$ cat src/rtl/lcd_pkg.sv
// Shared types and constants for the LCD text sequencer.
// LCD_AUTO_REFRESH_EN (top-level macro) enables the periodic redraw counter.
package lcd_pkg;

  typedef enum logic [2:0] {
    ST_IDLE,
    ST_ADDR_L1,
    ST_CHAR_L1,
    ST_ADDR_L2,
    ST_CHAR_L2
  } lcd_state_e;

  localparam logic [7:0] LCD_CMD_LINE1  = 8'h80;
  localparam logic [7:0] LCD_CMD_LINE2  = 8'hC0;
  localparam logic [7:0] LCD_BLANK_CHAR = 8'h20;

  localparam int LCD_CELLS          = 32;
  localparam int LCD_FILL_CYCLES    = 32;
  localparam int LCD_XFERS_PER_PASS = 34;

  function automatic logic [4:0] lcd_cell(
    input logic       line2,
    input logic [3:0] col
  );
    return {line2, col};
  endfunction

endpackage

$ cat src/rtl/lcd_char_ram.sv
// 32x8 character buffer: one synchronous write port,
// one asynchronous read port.
module lcd_char_ram
  import lcd_pkg::*;
(
  input  logic       clk,
  input  logic       we,
  input  logic [4:0] waddr,
  input  logic [7:0] wdata,
  input  logic [4:0] raddr,
  output logic [7:0] rdata
);

  logic [7:0] mem_q [LCD_CELLS];

  always_ff @(posedge clk) begin
    if (we) mem_q[waddr] <= wdata;
  end

  assign rdata = mem_q[raddr];

endmodule

$ cat src/rtl/lcd_text_sequencer.sv
// Streams the 2x16 character buffer to an LCD byte controller.
// Define LCD_AUTO_REFRESH_EN for a redraw every REFRESH_CYCLES.
module lcd_text_sequencer
  import lcd_pkg::*;
#(
  parameter int unsigned REFRESH_CYCLES = 50000000
) (
  input  logic       Clock,
  input  logic       Reset,
  input  logic       Wr_En,
  input  logic [4:0] Wr_Addr,
  input  logic [7:0] Wr_Data,
  input  logic       Refresh,
  output logic [7:0] Byte_Out,
  output logic       Byte_RS,
  output logic       Byte_Valid,
  input  logic       Byte_Ready,
  output logic       Busy
);

  lcd_state_e state_q, state_d;
  logic [3:0] idx_q, idx_d;
  logic       pending_q, pending_d;
  logic [7:0] out_q, out_d;
  logic       rs_q, rs_d;
  logic       valid_q, valid_d;
  logic       busy_q, busy_d;
  logic       fill_q, fill_d;
  logic [4:0] fill_idx_q, fill_idx_d;

  logic       tick;
  logic       req;
  logic       xfer;
  logic       ram_we;
  logic [4:0] ram_waddr;
  logic [7:0] ram_wdata;
  logic [4:0] ram_raddr;
  logic [7:0] ram_rdata;

`ifdef LCD_AUTO_REFRESH_EN
  localparam int unsigned CntW =
    (REFRESH_CYCLES > 1) ? $clog2(REFRESH_CYCLES) : 1;

  logic [CntW-1:0] cnt_q, cnt_d;

  always_comb begin
    tick  = (cnt_q == CntW'(REFRESH_CYCLES - 1));
    cnt_d = tick ? '0 : cnt_q + 1'b1;
  end

  always_ff @(posedge Clock) begin
    if (Reset) cnt_q <= '0;
    else       cnt_q <= cnt_d;
  end
`else
  assign tick = 1'b0;
`endif

  assign req       = Refresh | tick;
  assign xfer      = valid_q & Byte_Ready;
  assign ram_raddr = lcd_cell(state_q == ST_CHAR_L2, idx_q);

  lcd_char_ram u_ram (
    .clk   (Clock),
    .we    (ram_we),
    .waddr (ram_waddr),
    .wdata (ram_wdata),
    .raddr (ram_raddr),
    .rdata (ram_rdata)
  );

  always_comb begin
    state_d    = state_q;
    idx_d      = idx_q;
    pending_d  = pending_q;
    out_d      = out_q;
    rs_d       = rs_q;
    valid_d    = valid_q;
    fill_d     = fill_q;
    fill_idx_d = fill_idx_q;
    ram_we     = 1'b0;
    ram_waddr  = Wr_Addr;
    ram_wdata  = Wr_Data;

    // The blanking fill owns the write port and masks all requests.
    if (fill_q) begin
      ram_we     = 1'b1;
      ram_waddr  = fill_idx_q;
      ram_wdata  = LCD_BLANK_CHAR;
      fill_idx_d = fill_idx_q + 5'd1;
      if (fill_idx_q == 5'(LCD_FILL_CYCLES - 1)) fill_d = 1'b0;
    end else begin
      ram_we = Wr_En;
      if (state_q != ST_IDLE && (req || Wr_En)) pending_d = 1'b1;
    end

    unique case (state_q)
      ST_IDLE: begin
        if (!fill_q && (req || pending_q)) begin
          state_d   = ST_ADDR_L1;
          idx_d     = 4'd0;
          pending_d = 1'b0;
        end
      end
      ST_ADDR_L1, ST_ADDR_L2: begin
        if (xfer) begin
          valid_d = 1'b0;
          state_d = (state_q == ST_ADDR_L1) ? ST_CHAR_L1 : ST_CHAR_L2;
        end else if (!valid_q) begin
          out_d   = (state_q == ST_ADDR_L1) ? LCD_CMD_LINE1
                                            : LCD_CMD_LINE2;
          rs_d    = 1'b0;
          valid_d = 1'b1;
        end
      end
      ST_CHAR_L1, ST_CHAR_L2: begin
        if (xfer) begin
          valid_d = 1'b0;
          idx_d   = idx_q + 4'd1;
          if (idx_q == 4'hF)
            state_d = (state_q == ST_CHAR_L1) ? ST_ADDR_L2 : ST_IDLE;
        end else if (!valid_q) begin
          out_d   = ram_rdata;
          rs_d    = 1'b1;
          valid_d = 1'b1;
        end
      end
      default: state_d = ST_IDLE;
    endcase

    if (Reset) ram_we = 1'b0;
    busy_d = fill_d || (state_d != ST_IDLE);
  end

  always_ff @(posedge Clock) begin
    if (Reset) begin
      state_q    <= ST_IDLE;
      idx_q      <= 4'd0;
      pending_q  <= 1'b0;
      out_q      <= 8'h00;
      rs_q       <= 1'b0;
      valid_q    <= 1'b0;
      busy_q     <= 1'b0;
      fill_q     <= 1'b1;
      fill_idx_q <= 5'd0;
    end else begin
      state_q    <= state_d;
      idx_q      <= idx_d;
      pending_q  <= pending_d;
      out_q      <= out_d;
      rs_q       <= rs_d;
      valid_q    <= valid_d;
      busy_q     <= busy_d;
      fill_q     <= fill_d;
      fill_idx_q <= fill_idx_d;
    end
  end

  assign Byte_Out   = out_q;
  assign Byte_RS    = rs_q;
  assign Byte_Valid = valid_q;
  assign Busy       = busy_q;

endmodule

$ cat config.mk
export PLATFORM = sky130hd
export DESIGN_NAME = lcd_text_sequencer
export DESIGN_NICKNAME = d
export VERILOG_FILES = /design/src/rtl/lcd_pkg.sv /design/src/rtl/lcd_char_ram.sv /design/src/rtl/lcd_text_sequencer.sv
export SDC_FILE = /design/constraint.sdc
export NUM_CORES = 1
export LEC_CHECK = 0
export BUFFER_PORTS_ARGS = -buffer_cell sky130_fd_sc_hd__buf_2
export CAP_MARGIN = 5
export CORE_UTILIZATION = 66
export DETAILED_ROUTE_END_ITERATION = 10
export PLACE_DENSITY = 0.82
export SYNTH_ARGS = -nofsm -noshare
export SYNTH_HDL_FRONTEND = slang
export SYNTH_HIERARCHICAL = 1
export SYNTH_SLANG_ARGS = --single-unit
$ cat constraint.sdc
create_clock -name Clock -period 4.97 [get_ports Clock]
set_clock_uncertainty 0.2 [all_clocks]
set_input_delay 0.497 -clock Clock [delete_from_list [all_inputs] [get_ports Clock]]
set_output_delay 0.497 -clock Clock [all_outputs]
set_load 0.005 [all_outputs]
==> reports/results.ini <==
[power_and_ir_drop]
p_leak_nw=3.88
seqPwrFrac=0.553
clockPowerShare=0.433
comb_power_share=0.014
vdd_ir_drop_max_v=0.000271
p_per_area_nw_per_um2=374
switching_share=0.188
total_power_w=0.00463
p_int_w=0.00376
switching_power_w=0.000869

[final_layout]
post_route_cells_drive_above_1_share=0.309
stdcell_count=835
nNetsFinal=616
register_area_um2=8190
syn2layout_area_growth_pct=11.0
nFillCells=844
multiInputGateArea_um2=2840
antennaDiodeCount=0

[detailed_routing]
routedWlPerCell_um=31.0
antenna_left=0
first_iter_violations=1009
via_per_inst=7.07
dr.pass1.iters=6
drc=0
num_vias=5901
wirelength_mm=25.9

[global_routing]
overflow=0
grt_max_degree=46
grt_first_pass_wirelength_mm=38.5
grtUsageTotal=0.312
grt_pass1_vias=5974
antenna_found_initial=0

[placed_design]
place_congestion=0.849
dp_cells=787
io_buffers=28
dp.final_hpwl_mm=15.5

[floorplanning]
rows=47
fp.dieW_um=132
coreArea_um2=16500
die_h_um=132
design.die.area_um2=17400
pin_count=29
initial_core_util=0.676

[clock_network]
cts.sinks=281
cts_root_buffer=clkbuf_16
cts_max_level=1
numCtsBuffers=26
cts_setup_buffers=0
worstSkewPairLatency_ns=0.53
cts_max_path_buffers=3
cts_resized=0
cts_tree=yes
cts.reportedPaths.clkPinSlew_ns=0.07
cts_hold_buf=0

[critical_path]
r2r_start=fill_q
reg2reg_depth=3
crit_fanout=23
reg2reg_slack_ns=1.62
crit_type=flip-flop to flip-flop
cp_data_arrival_time_ns=3.30
critPathCaptureType=flip-flop
required_ns=4.91
timing.rr.end=u_ram/mem_q[24][0]
cp-start-kind=flip-flop

[sta]
fin_crit_sh=0.674
hold-worst-slack_ns=0.185
finalHoldViolCount=0
rsz0062_at_grt=no
timing.final.max_slew_violations=0
period_needed_ns=3.35
setup-tns-final_ns=0
finalSetupViolations=0
slew_headroom=0.117
fmaxAchievable_ghz=0.298
tightest_slew_ns=1.32

[yosys]
synth_ff_type=edfxtp_1
syn-num-nets=580
yosysTopAreaCellShare=0.688
ys_seq_elements=281
synth_area_um2=11200
synthXorXnorAreaFrac=0.00470
synth-edff-count=256
synthMuxAreaShare=0.176
synth.distinct_cells=45
yosysMostFrequentCell=edfxtp_1
synth_seq_area_share=0.733
yosysWarnings=6
netlist_top_cells_area=edfxtp_1 69%, mux4_2 16%, dfxtp_1 4.5%
avgSynthCellArea_um2=20.0
synth-compound-area-share=0.0166
synthTopCellsByCount=256 x edfxtp_1, 80 x mux4_2, 50 x nor2_1
synth_top_family_by_area=multiplexers
synth_cells=559
synthAdderAreaFrac=0.00336
async_flop_share=0
synth-simple-area-share=0.0515
synth_largest_area_cell=edfxtp_1

[run_status]
status=completed

[min_path]
holdPathEnd=pending_q
hold_class=input pin to flip-flop
holdPathStages=5
hp-start=Wr_En

[flow_run]
drv_cap=0

==> power by group through the flow <==
| stage | sequential, W | clock (W) | combinational (W) |
|---|---|---|---|
| 2_1_floorplan | 0.00261 | 0 | 0.0000385 |
| 3_3_place_gp | 0.00261 | 0 | 0.0000611 |
| 3_5_place_dp | 0.00261 | 0 | 0.0000639 |
| 4_1_cts | 0.00256 | 0.00202 | 0.0000648 |
| 5_1_grt | 0.00256 | 0.00211 | 0.0000689 |
| 6_report | 0.00256 | 0.00201 | 0.0000667 |
==> sequential cells by signal (all words and copies together), names as in the netlist <==
register     cells
Byte_Out         8
state_q          3
Busy             1
Byte_RS          1
u_ram/mem_q    256
fill_idx_q       5
fill_q           1
pending_q        1
idx_q            4
Byte_Valid       1
==> area by class of cell <==
type	count	area share
clock inverters	6	0.00444
inverters	2	0.000605
repair buffers	37	0.0167
multi-input cells	247	0.229
well taps	220	0.0222
flip-flops and latches	281	0.661
clock buffers	42	0.0664
==> metrics by stage <==
step / setup slack (ns) / area (um^2) / utilization
2_1_floorplan: 2.15 / 11200 / -
3_3_place_gp: 1.72 / 11500 / 0.697
3_5_place_dp: 1.68 / 11500 / 0.697
4_1_cts: 1.61 / 12400 / 0.750
5_1_grt: 1.46 / 12400 / 0.751
6_report: 1.62 / 12400 / 0.751
==> cell families (layout without fill, tap and decap cells) <==
family                     count (synthesis)  count (layout)
DFF                                      281             281
and+or+nand+nor                          117             117
muxes                                     95              95
buffers and inverters                     31              87
AOI/OAI and AO/OA                         26              26
xor gates and xnor gates                   6               6
adders and majority gates                  3               3
==> worst max-delay path by stage <==
stage	startpoint	slack [ns]	depth (start not counted)	endpoint
floorplan	idx_q[2]	2.15	8	Byte_Out[6]
global placement	idx_q[0]	1.72	6	Byte_Out[3]
detailed placement	fill_q	1.68	3	u_ram/mem_q[24][1]
CTS	idx_q[0]	1.61	6	Byte_Out[5]
global route	idx_q[0]	1.46	6	Byte_Out[5]
finish	fill_q	1.62	3	u_ram/mem_q[24][0]
==> placed cells by master (no fill, tap or decap), types with 3 or more instances in the layout <==
cell type and n:
edfxtp_1 256, mux4_2 80, nor2_1 50, clkbuf_16 28, buf_2 28, dfxtp_1 23, nand2_1 15, mux2_2 13
nand3_1 12, a21oi_1 11, buf_4 9, clkbuf_1 7, clkbuf_8 7, nor2b_2 6, nor3_1 5, clkinv_2 5
nand3b_1 5, xnor2_1 4, or3_1 4, nand2b_1 3, ha_1 3, or3b_2 3
==> worst max-delay path: stages, from the launching register on <==
cell	delay (ns)
dfxtp_1	0.98
mux2_2	0.46
or3b_2	0.61
nor2_1	0.73
==> routing by layer <==
metal	global-route usage	up-vias	routed length, um
met2	0.484	473	12400
met3	0.0903	54	3360
li1	-	2351	-
met5	0	-	0
met4	0.0924	0	721
met1	0.440	3023	9420
Power figures use the tool's default switching activity.
